===== src/rtl/sysid_check_ctrl.sv =====
// Boot-time checker for the system-ID slave: reads ID and timestamp, checks them, retries on failure.
// Optional SYSID_CHECK_AUTOSTART_EN: the first cycle after reset release acts as an implicit start.
module sysid_check_ctrl #(
   parameter logic [31:0] EXPECTED_ID   = 32'h0000_0000,
   parameter logic [31:0] MIN_TIMESTAMP = 32'd0,
   parameter int unsigned READ_LATENCY  = 1,
   parameter int unsigned MAX_RETRIES   = 3
) (
   input  logic        clock,
   input  logic        reset,
   input  logic        start,
   output logic        sysid_address,
   output logic        sysid_read,
   input  logic [31:0] sysid_readdata,
   output logic        busy,
   output logic        done,
   output logic        result_valid,
   output logic        pass,
   output logic        mismatch_id,
   output logic        stale_ts,
   output logic [31:0] id_value,
   output logic [31:0] timestamp_value,
   output logic [3:0]  retry_count
);

   localparam logic [2:0] Lat  = READ_LATENCY[2:0];
   localparam logic [3:0] MaxR = MAX_RETRIES[3:0];

   typedef enum logic [2:0] {
      StIdle,
      StRdId,
      StWaitId,
      StRdTs,
      StWaitTs,
      StCheck,
      StDone
   } state_e;

   state_e      state_q, state_d;
   logic [2:0]  lat_cnt_q, lat_cnt_d;
   logic        addr_q, addr_d;
   logic [31:0] id_q, id_d;
   logic [31:0] ts_q, ts_d;
   logic        valid_q, valid_d;
   logic        pass_q, pass_d;
   logic        mism_q, mism_d;
   logic        stale_q, stale_d;
   logic [3:0]  retry_q, retry_d;
   logic        start_eff;
   logic        chk_mism, chk_stale;

`ifdef SYSID_CHECK_AUTOSTART_EN
   logic auto_q, auto_d;

   // Armed by reset, consumed by the first cycle out of reset.
   always_ff @(posedge clock) begin
      if (reset) begin
         auto_q <= 1'b1;
      end else begin
         auto_q <= auto_d;
      end
   end

   always_comb begin
      auto_d    = 1'b0;
      start_eff = start | auto_q;
   end
`else
   always_comb begin
      start_eff = start;
   end
`endif

   always_ff @(posedge clock) begin
      if (reset) begin
         state_q   <= StIdle;
         lat_cnt_q <= 3'd0;
         addr_q    <= 1'b0;
         id_q      <= 32'd0;
         ts_q      <= 32'd0;
         valid_q   <= 1'b0;
         pass_q    <= 1'b0;
         mism_q    <= 1'b0;
         stale_q   <= 1'b0;
         retry_q   <= 4'd0;
      end else begin
         state_q   <= state_d;
         lat_cnt_q <= lat_cnt_d;
         addr_q    <= addr_d;
         id_q      <= id_d;
         ts_q      <= ts_d;
         valid_q   <= valid_d;
         pass_q    <= pass_d;
         mism_q    <= mism_d;
         stale_q   <= stale_d;
         retry_q   <= retry_d;
      end
   end

   always_comb begin
      state_d   = state_q;
      lat_cnt_d = lat_cnt_q;
      addr_d    = addr_q;
      id_d      = id_q;
      ts_d      = ts_q;
      valid_d   = valid_q;
      pass_d    = pass_q;
      mism_d    = mism_q;
      stale_d   = stale_q;
      retry_d   = retry_q;
      chk_mism  = (id_q != EXPECTED_ID);
      chk_stale = (ts_q < MIN_TIMESTAMP);

      unique case (state_q)
         StIdle: begin
            if (start_eff) begin
               state_d = StRdId;
               addr_d  = 1'b0;
               valid_d = 1'b0;
               pass_d  = 1'b0;
               mism_d  = 1'b0;
               stale_d = 1'b0;
               retry_d = 4'd0;
            end
         end
         StRdId: begin
            lat_cnt_d = 3'd0;
            if (Lat == 3'd0) begin
               id_d    = sysid_readdata;
               addr_d  = 1'b1;
               state_d = StRdTs;
            end else begin
               state_d = StWaitId;
            end
         end
         StWaitId: begin
            // Counter value after this cycle's increment is the elapsed latency.
            lat_cnt_d = lat_cnt_q + 3'd1;
            if (lat_cnt_d == Lat) begin
               id_d    = sysid_readdata;
               addr_d  = 1'b1;
               state_d = StRdTs;
            end
         end
         StRdTs: begin
            lat_cnt_d = 3'd0;
            if (Lat == 3'd0) begin
               ts_d    = sysid_readdata;
               state_d = StCheck;
            end else begin
               state_d = StWaitTs;
            end
         end
         StWaitTs: begin
            lat_cnt_d = lat_cnt_q + 3'd1;
            if (lat_cnt_d == Lat) begin
               ts_d    = sysid_readdata;
               state_d = StCheck;
            end
         end
         StCheck: begin
            mism_d  = chk_mism;
            stale_d = chk_stale;
            if (!chk_mism && !chk_stale) begin
               pass_d  = 1'b1;
               valid_d = 1'b1;
               state_d = StDone;
            end else if (retry_q < MaxR) begin
               retry_d = retry_q + 4'd1;
               addr_d  = 1'b0;
               state_d = StRdId;
            end else begin
               pass_d  = 1'b0;
               valid_d = 1'b1;
               state_d = StDone;
            end
         end
         StDone: begin
            state_d = StIdle;
         end
         default: begin
            state_d = StIdle;
         end
      endcase
   end

   always_comb begin
      sysid_address   = addr_q;
      sysid_read      = (state_q == StRdId) || (state_q == StRdTs);
      busy            = (state_q == StRdId) || (state_q == StWaitId) || (state_q == StRdTs) ||
                        (state_q == StWaitTs) || (state_q == StCheck);
      done            = (state_q == StDone);
      result_valid    = valid_q;
      pass            = pass_q;
      mismatch_id     = mism_q;
      stale_ts        = stale_q;
      id_value        = id_q;
      timestamp_value = ts_q;
      retry_count     = retry_q;
   end

endmodule


===== config.mk =====
export PLATFORM = sky130hd
export DESIGN_NAME = sysid_check_ctrl
export DESIGN_NICKNAME = d
export VERILOG_FILES = /design/src/rtl/sysid_check_ctrl.sv
export SDC_FILE = /design/constraint.sdc
export NUM_CORES = 1
export LEC_CHECK = 0
export ABC_CLOCK_PERIOD_IN_PS = 2650
export CAP_MARGIN = 0
export CORE_ASPECT_RATIO = 1.1
export CORE_MARGIN = 3
export CORE_UTILIZATION = 35
export DETAILED_ROUTE_END_ITERATION = 8
export SETUP_SLACK_MARGIN = 0.5
export SLEW_MARGIN = 20
export SYNTH_ARGS = -nofsm -noshare
export SYNTH_HDL_FRONTEND = slang
export SYNTH_SLANG_ARGS = --single-unit

===== constraint.sdc =====
create_clock -name clock -period 2.65 [get_ports clock]
set_input_delay 0.3975 -clock clock [delete_from_list [all_inputs] [get_ports clock]]
set_output_delay 0.3975 -clock clock [all_outputs]
set_load 0.03 [all_outputs]

==> results of run 1 <==
[power breakdown]
group          internal (mW)  switching, mW  total (mW)
logic                  0.510          0.817        1.33
clock network          0.533          0.429       0.963
registers               1.30          0.108        1.41
[cells in the mapped netlist (4+ instances only)]
| cell type | count | area [sq um] |
|---|---|---|
| dfxtp_1 | 78 | 1562 |
| nand2_1 | 67 | 251.5 |
| nor2_1 | 39 | 146.4 |
| a21oi_1 | 37 | 185.2 |
| mux2i_1 | 33 | 330.3 |
| clkbuf_1 | 8 | 30.03 |
| nor4_1 | 8 | 50.05 |
| buf_2 | 7 | 35.03 |
| buf_6 | 6 | 67.56 |
| inv_1 | 5 | 18.77 |
| nor2b_1 | 5 | 31.28 |
| o21ai_0 | 4 | 20.02 |
[layer usage]
metal | up-vias | GRT usage (%) | wire, um
met1 | 1252 | 18.99 | 3513
met3 | 5 | 6.562 | 620
li1 | 1414 | - | -
met4 | 0 | 3.611 | 73
met2 | 87 | 26.63 | 3855
met5 | - | 0 | 0
[worst max-delay path, stage by stage (launching register included)]
cell	delay (ns)
dfxtp_1	0.34
buf_4	0.19
nor2b_1	0.17
dlygate4sd2_1	0.41
[state kept, by name, summed over array words and instances (netlist names)]
register and flops:
id_value 32, lat_cnt_q 3, mismatch_id 1, pass 1, result_valid 1, retry_count 4, state_q 3, sysid_address 1
timestamp_value 32
[cell type report]
cell class / count / area, sq um
clock buffers: 11 / 131.4
repair buffers: 117 / 1150
inverters: 5 / 18.77
multi-input cells: 244 / 1444
fillers: 816 / 4096
clock inverters: 5 / 83.83
flip-flops and latches: 78 / 1564
well taps: 111 / 138.9
[cells by family (layout without fill, tap and decap cells)]
family,count (synthesis),after routing,synth area share [%]
AOI/OAI and AO/OA,60,60,11.68
xor gates and xnor gates,3,3,1.062
adders and majority gates,3,3,1.180
buffers and inverters,30,138,5.623
DFF,78,78,49.08
muxes,34,34,10.74
other,1,1,0.1179
and+or+nand+nor,143,143,20.53
[through the flow]
stage / instance area [sq um] / hold WS, ns
after floorplan: 3182 / 0.5335
after global placement: 4307 / 0.4594
after detailed placement: 4307 / 0.4649
after CTS: 4524 / 0.3460
after global routing: 4531 / 0.3528
final: 4531 / 0.3627
[worst min-delay path by stage]
stage                            startpoint          end
after floorplan           sysid_readdata[0]  id_value[0]
after global placement          id_value[3]  id_value[3]
after detailed placement        mismatch_id  mismatch_id
after CTS                             reset  mismatch_id
after global routing                  reset  mismatch_id
final                                 reset  mismatch_id
[repair_timing]
item / 4_1_cts / 5_1_grt
setup buffers: 0 / 0
endpoints found under the setup margin: 16 / 3
gates cloned: 0 / 0
resized for setup: 4 / 3
==> metrics.cfg, run 1 <==
[outcome]
status=complete, no violations

[timing]
setup_viol=0
finClkSkew_ns=0.01149
max-slew-margin-rel_pct=55.71
tns_ns=0
layout_setup_ws_ns=0.8075
finalHoldViolations=0
grt_setup_unrepaired=false
fmax_ghz=0.5427
max_slew.worst_pin.slew_ns=0.6643
final.min_clock_period_ns=1.843
finalCritPeriodShare_pct=69.53
drv_slew=0

[detailed_routing]
ant_nets=0
post_drt_wl_per_cell_um=14.12
num_vias=2758
drc=0
routed_via_density=4.830
drtPass1Iterations=4
routed_wl_um=8062
drt_iter0_drc=92

[cells_and_area]
num_antenna_cells=0
layout-drive-gt1-share_pct=6.739
final_cell_mix=clkdlybuf4s50_1 (105), dfxtp_1 (76), nand2_1 (67), nor2_1 (39), a21oi_1 (37)
area_growth_pct=42.39
final_common_cell=clkdlybuf4s50_1
finish.utilization_pct=52.52
nets=493
instances_no_fill=571

[grt]
grt_start_max_net_pins=66
antenna_found_initial=0
grt_pass1_wl_um=13430
overflow=0
first_global_vias=2684
grt_use_total_pct=15.87

[setup_path]
endpoint=sysid_read
cp-end-kind=output port
worstSetupPathType=reg -> out
r2r-start=id_value[16]
setup.worst_path.start=state_q[0]
r2r_cells=4
required_ns=2.25
reg2reg_setup_slack_ns=0.83
r2r_end=sysid_address
cp.arrival_ns=1.45
crit_fanout=13
startpoint_type=flop

[place]
port_buffers=109
place_ws_ns=0.4603
dp_cells=555
dp_hpwl_um=5723
gp_congestion=0.7701

[floorplan]
ios=111
die_area_sq_mm=0.01027
num_rows=35
start_util_pct=36.88
fp.dieW_um=96.91
core-area_sq_mm=0.008627
die_h_um=106

[clocking]
cts_max_level=3
ctsHoldBuffers=0
clock-sinks=78
clkLatencyLatePin_ns=0.34
cts_buffers=9
cts_tree=done
clk_path_buf_depth=2
clk_pin_slew_worst_paths_ns=0.08
root_buffer=clkbuf_8

[logic_synthesis]
ys_types=50
synthesis.area_sq_mm=0.003182
ys_seq_area_share_pct=49.08
avgSynthCellArea_sq_um=9.039
ys.flop_type=dfxtp_1
async_reset_ff_share_pct=0
syn-num-nets=390
synth_edf_count=0
ys_ff_latch=78
ys_warn_count=0
synth_cells=352

[power]
leakage_nw=1.909
powerDensity_mw_per_mm2=815.4
finalPower_mw=3.694
peakVddDrop_v=0.0004462

[run]
max_cap_violations=0

[hold_path]
min_path_cells=2
hp-class=in -> reg

(Power assumes the default switching activity.)
==> inputs of run 2 (changes only) <==
--- a/config.mk
+++ b/config.mk
@@ -5,7 +5,7 @@
 export SDC_FILE = /design/constraint.sdc
 export NUM_CORES = 1
 export LEC_CHECK = 0
-export ABC_CLOCK_PERIOD_IN_PS = 2650
+export ABC_CLOCK_PERIOD_IN_PS = 1790
 export CAP_MARGIN = 0
 export CORE_ASPECT_RATIO = 1.1
 export CORE_MARGIN = 3
==> constraint.sdc (replaced) <==
create_clock -name clock -period 1.79 [get_ports clock]
set_input_delay 0.2685 -clock clock [delete_from_list [all_inputs] [get_ports clock]]
set_output_delay 0.2685 -clock clock [all_outputs]
set_load 0.03 [all_outputs]
==> run 2 against run 1 <==
Final area increased by 5.0%. Utilization up 2.6 points. Clock skew is 0.0027 ns higher. Critical endpoint is now timestamp_value[2]. Register-to-register slack worse by 0.55 ns. Cell count grew 3.9%. Routed wire length increased by 11%. Power increased by 61%.
==> metrics.cfg, run 2 (synthesis gave the netlist of run 1 again) <==
[grt]
overflow=0  ; unchanged
antenna_found_initial=0  ; unchanged
grt_start_max_net_pins=33  ; was 66
first_global_vias=2801  ; was 2684
grt_use_total_pct=17.07  ; was 15.87%
grt_pass1_wl_um=14300  ; was 13430 um

[cells_and_area]
final_common_cell=nand2_1  ; was clkdlybuf4s50_1
final_cell_mix=nand2_1 (67), buf_2 (57), dfxtp_1 (43), a21oi_1 (36), nor2_1 (36)  ; was clkdlybuf4s50_1 (105), dfxtp_1 (76), nand2_1 (67), nor2_1 (39), a21oi_1 (37)
layout-drive-gt1-share_pct=38.17  ; was 6.739%
instances_no_fill=593  ; was 571
regArea_sq_mm=0.001623  ; was 0.001564 sq mm
fill_cells=817  ; was 816
num_antenna_cells=0  ; unchanged
area_growth_pct=49.51  ; was 42.39%
multi_input_area_sq_mm=0.001632  ; was 0.001444 sq mm
nets=515  ; was 493

[detailed_routing]
ant_nets=0  ; unchanged
post_drt_wl_per_cell_um=15.10  ; was 14.12 um
routed_wl_um=8955  ; was 8062 um
num_vias=2933  ; was 2758
drtPass1Iterations=4  ; unchanged
drc=0  ; unchanged
drt_iter0_drc=115  ; was 92
routed_via_density=4.946  ; was 4.830

[timing]
drv_slew=0  ; unchanged
fmax_ghz=0.6613
finalHoldViolations=0  ; unchanged
finalCritPeriodShare_pct=84.48
setup_viol=0  ; unchanged
final.min_clock_period_ns=1.512
finClkSkew_ns=0.01420  ; was 0.01149 ns
layout_setup_ws_ns=0.2777  ; was 0.8075 ns
tns_ns=0  ; unchanged
grt_setup_unrepaired=true  ; was false

[place]
port_buffers=109  ; unchanged
dp_hpwl_um=6031  ; was 5723 um
gp_congestion=0.8160  ; was 0.7701
dp_cells=560  ; was 555
place_ws_ns=0.03687  ; was 0.4603 ns

[power]
peakVddDrop_v=0.0005781  ; was 0.0004462 V
leakage_nw=2.227  ; was 1.909 nW
powerDensity_mw_per_mm2=1254  ; was 815.4 mW/mm^2

[clocking]
clock-sinks=78  ; unchanged
cts_tree=done  ; unchanged
cts_max_level=3  ; unchanged
clkLatencyLatePin_ns=0.35  ; was 0.34 ns
ctsHoldBuffers=0  ; unchanged
clk_path_buf_depth=2  ; unchanged
clk_pin_slew_worst_paths_ns=0.09  ; was 0.08 ns
root_buffer=clkbuf_8  ; unchanged
cts_buffers=9  ; unchanged

[floorplan]
die_area_sq_mm=0.01027  ; unchanged
start_util_pct=36.88  ; unchanged
num_rows=35  ; unchanged
fp.dieW_um=96.91  ; unchanged
core-area_sq_mm=0.008627  ; unchanged
ios=111  ; unchanged
die_h_um=106  ; unchanged

[hold_path]
hp-class=in -> reg  ; unchanged
hold_path_end=state_q[1]  ; was mismatch_id
min_path_cells=3  ; was 2
min-delay-start=reset  ; unchanged

[setup_path]
crit_fanout=7  ; was 13
r2r_cells=6  ; was 4
r2r_end=timestamp_value[2]  ; was sysid_address
reg2reg_setup_slack_ns=0.28  ; was 0.83 ns
cp-end-kind=flop  ; was output port
r2r-start=lat_cnt_q[1]  ; was id_value[16]
startpoint_type=flop  ; unchanged
worstSetupPathType=reg -> reg  ; was reg -> out
cp.arrival_ns=1.75  ; was 1.45 ns
required_ns=2.03  ; was 2.25 ns

[run]
max_cap_violations=0  ; unchanged

[outcome]
status=complete, no violations  ; unchanged

run 2: metal layers:
| metal | GRT usage, % | part of all wire, % | vias up |
|---|---|---|---|
| met5 | 0 | 0 | - |
| met4 | 4.112 | 0.97 | 0 |
| met3 | 5.512 | 6.0 | 7 |
| met2 | 28.90 | 49 | 83 |
| met1 | 21.10 | 44 | 1378 |
| li1 | - | - | 1465 |
run 2: through the flow:
step | hold slack, ns | utilization [%] | area (sq um) | power (mW)
final | 0.3684 | 55.14 | 4757 | 5.964
after global routing | 0.3902 | 55.14 | 4757 | 6.333
after CTS | 0.3451 | 56.33 | 4860 | 5.864
after detailed placement | 0.4539 | 51.65 | 4456 | 4.218
after global placement | 0.4498 | 51.65 | 4456 | 4.191
after floorplan | 0.3941 | - | 3292 | 3.486
run 2: layout make-up:
type / instances / share of cell area, %
multi-input cells: 244 / 34.30
inverters: 5 / 0.3945
well taps: 111 / 2.920
clock buffers: 10 / 2.683
clock inverters: 6 / 1.315
flip-flops and latches: 78 / 34.11
repair buffers: 139 / 24.28
run 2: power breakdown:
group / internal [mW] / leakage (nW) / switching, mW
clock: 0.645 / 0.100 / 0.652
combinational: 1.10 / 1.48 / 1.42
sequential: 1.95 / 0.649 / 0.189
total: 3.70 / 2.23 / 2.27
run 2: worst max-delay path: stages (launching register included):
cell and delay, ns:
dfxtp_4 0.37, ha_4 0.18, xnor2_4 0.19, nand4_4 0.20, clkbuf_16 0.24, mux2i_2 0.18, nor2_1 0.05
run 2: repair_timing:
item                                    CTS  global route
endpoints found under the setup margin  152           125
gates cloned                              2             1
pin swaps                                 9            16
buffers inserted                         11             3
gates resized for setup                 301           112
run 2: how the worst max path moves through the flow:
stage	slack [ns]	cells past startpoint	from	end
after global placement	0.08	4	id_value[13]	sysid_address
after floorplan	0.40	4	id_value[21]	retry_count[2]
final	0.28	6	lat_cnt_q[1]	timestamp_value[2]
after detailed placement	0.04	4	id_value[13]	sysid_address
after global routing	0.20	6	lat_cnt_q[1]	timestamp_value[1]
after CTS	0.29	5	id_value[5]	retry_count[1]
==> inputs of run 3 (changes only) <==
--- a/config.mk
+++ b/config.mk
@@ -5,7 +5,7 @@
 export SDC_FILE = /design/constraint.sdc
 export NUM_CORES = 1
 export LEC_CHECK = 0
-export ABC_CLOCK_PERIOD_IN_PS = 1790
+export ABC_CLOCK_PERIOD_IN_PS = 1540
 export CAP_MARGIN = 0
 export CORE_ASPECT_RATIO = 1.1
 export CORE_MARGIN = 3
==> constraint.sdc (replaced) <==
create_clock -name clock -period 1.54 [get_ports clock]
set_input_delay 0.231 -clock clock [delete_from_list [all_inputs] [get_ports clock]]
set_output_delay 0.231 -clock clock [all_outputs]
set_load 0.03 [all_outputs]
==> run 3 against run 2 <==
The run now ends with negative setup slack left. Clock power is 22% higher. Global-route usage increased by 1.2 points. Count of clock-buffer cells in the layout is the same. Cell count grew 4.7%. Sequential power up 20%. Sequential share of layout area is 5.1 points lower. Hold slack worse by 0.031 ns. Register-to-register slack got worse by 0.35 ns. Non-clock buffer count rose by 28. Critical path type unchanged. Critical endpoint is now retry_count[0]. Highest routed layer unchanged.
==> metrics.cfg, run 3 (synthesis gave the netlist of run 1 again) <==
[power]
powerDensity_mw_per_mm2=1441  ; was 1254 mW/mm^2
leakage_nw=2.650  ; was 2.227 nW
finalPower_mw=8.568  ; was 5.964 mW
peakVddDrop_v=0.0008486  ; was 0.0005781 V

[cells_and_area]
area_growth_pct=86.94  ; was 49.51%
final_area_sq_mm=0.005948  ; was 0.004757 sq mm
final_common_cell=buf_6  ; was nand2_1
layout-drive-gt1-share_pct=63.73  ; was 38.17%
fill_cells=657  ; was 817
finish.utilization_pct=68.95  ; was 55.14%
instances_no_fill=621  ; was 593
nets=543  ; was 515
num_antenna_cells=0  ; unchanged
final_cell_mix=buf_6 (88), dfxtp_2 (49), nor2_1 (38), mux2i_1 (33), clkdlybuf4s50_1 (33)  ; was nand2_1 (67), buf_2 (57), dfxtp_1 (43), a21oi_1 (36), nor2_1 (36)

[detailed_routing]
routed_via_density=5.064  ; was 4.946
drc=0  ; unchanged
ant_nets=0  ; unchanged
post_drt_wl_per_cell_um=17.14  ; was 15.10 um
routed_wl_um=10640  ; was 8955 um
drt_iter0_drc=95  ; was 115
num_vias=3145  ; was 2933
drtPass1Iterations=4  ; unchanged

[clocking]
clock-sinks=78  ; unchanged
ctsHoldBuffers=0  ; unchanged
clkLatencyLatePin_ns=0.35  ; about the same
clk_pin_slew_worst_paths_ns=0.09  ; about the same
clk_path_buf_depth=2  ; unchanged
root_buffer=clkbuf_8  ; unchanged
cts_buffers=9  ; unchanged
cts_tree=done  ; unchanged
cts_max_level=3  ; unchanged

[setup_path]
worstSetupPathType=reg -> reg  ; unchanged
cp.arrival_ns=1.89  ; was 1.75 ns
crit_chain=nor4_4 -> buf_4 -> nand4_1 -> buf_6 -> o32a_1 -> mux2i_1  ; was ha_4 -> xnor2_4 -> nand4_4 -> clkbuf_16 -> mux2i_2 -> nor2_1
startpoint_type=flop  ; unchanged
critPathSlowestCell=dfxtp_4  ; unchanged
crit_fanout=6  ; was 7
cp-end-kind=flop  ; unchanged
slowest_delay_ns=0.36  ; was 0.37 ns
required_ns=1.81  ; was 2.03 ns

[outcome]
status=finished, violations left  ; was complete, no violations
violations=negative setup slack

[place]
port_buffers=109  ; unchanged
dpl_cell_area_sq_mm=0.004606  ; was 0.004456 sq mm
gp_congestion=0.7716  ; was 0.8160
place_ws_ns=-0.1242  ; was 0.03687 ns
dp_hpwl_um=6233  ; was 6031 um
dp_cells=572  ; was 560

[timing]
finalCritPeriodShare_pct=105.0  ; was 84.48%
finalHoldViolations=0  ; unchanged
final.min_clock_period_ns=1.617  ; was 1.512 ns
grt_setup_unrepaired=true  ; unchanged
setup_viol=10  ; was 0
timing.hold.ws_ns=0.3373  ; was 0.3684 ns
tns_ns=-0.3169  ; was 0 ns
drv_slew=0  ; unchanged
layout_setup_ws_ns=-0.07726  ; was 0.2777 ns
finClkSkew_ns=0.01030  ; was 0.01420 ns
fmax_ghz=0.6183  ; was 0.6613 GHz

[floorplan]
die_h_um=106  ; unchanged
ios=111  ; unchanged
num_rows=35  ; unchanged
core-area_sq_mm=0.008627  ; unchanged
start_util_pct=36.88  ; unchanged
die_area_sq_mm=0.01027  ; unchanged
fp.dieW_um=96.91  ; unchanged

[grt]
first_global_vias=3033  ; was 2801
gr-usage-met1_pct=22.61  ; was 21.10%
grt_use_total_pct=18.27  ; was 17.07%
antenna_found_initial=0  ; unchanged
grt_start_max_net_pins=57  ; was 33
busiest_layer=met2  ; unchanged
grt_pass1_wl_um=15430  ; was 14300 um
grt_util_met2_pct=30.03  ; was 28.90%
overflow=0  ; unchanged
groute.layer.met3.usage_pct=6.234  ; was 5.512%

[run]
max_cap_violations=0  ; unchanged

[hold_path]
hp-class=in -> reg  ; unchanged

run 3: changes by cell type in the layout (fill, tap and decap cells not counted), sizes merged:
| cell | before | now |
|---|---|---|
| clkinv | 4 | 2 |
| inv | 6 | 7 |
| clkdlybuf4s15 | 9 | 0 |
| buf | 88 | 130 |
| clkdlybuf4s18 | 1 | 0 |
| clkbuf | 18 | 14 |
| clkinvlp | 0 | 1 |
run 3: critical path, delay by kind of cell, from the launching register on:
kind,cells,cell delay (ns)
simple gates,2,0.41
compound gates,1,0.30
flops,1,0.36
buf+inv,2,0.32
mux,1,0.15
run 3: final timing paths:
path / from / end / slack, ns / cells past startpoint
max: id_value[19] / retry_count[0] / -0.08 / 6
min: reset / state_q[1] / 0.34 / 3
max reg2reg: id_value[19] / retry_count[0] / -0.08 / 6
min reg2reg: id_value[27] / id_value[27] / 0.47 / 2
run 3: cell type report:
class	count	area [sq um]	share of cell area, %
Clock buffer	10	127.6	2.146
Inverter	5	21.27	0.3576
Timing Repair Buffer	167	1877	31.55
Sequential cell	78	1728	29.05
Tap cell	111	138.9	2.335
Multi-Input combinational cell	244	1987	33.40
Clock inverter	6	68.82	1.157
run 3: routing by layer:
metal / vias to the layer above / part of all wire, % / wire (um)
li1: 1525 / - / -
met1: 1508 / 42 / 4478
met2: 97 / 50 / 5288
met3: 15 / 6.5 / 691
met4: 0 / 1.7 / 184
met5: - / 0 / 0
run 3: timing repair:
item                                    CTS  global route
resized for setup                       644            87
endpoints found under the setup margin  153           153
gates cloned                              1             6
pin swaps                                40            48
buffers inserted                         15            11
run 3: power by group:
group	switching, mW	total [mW]	internal [mW]
registers	0.270	2.56	2.29
clock network	0.817	1.58	0.762
logic	2.27	4.43	2.15
total	3.36	8.57	5.21
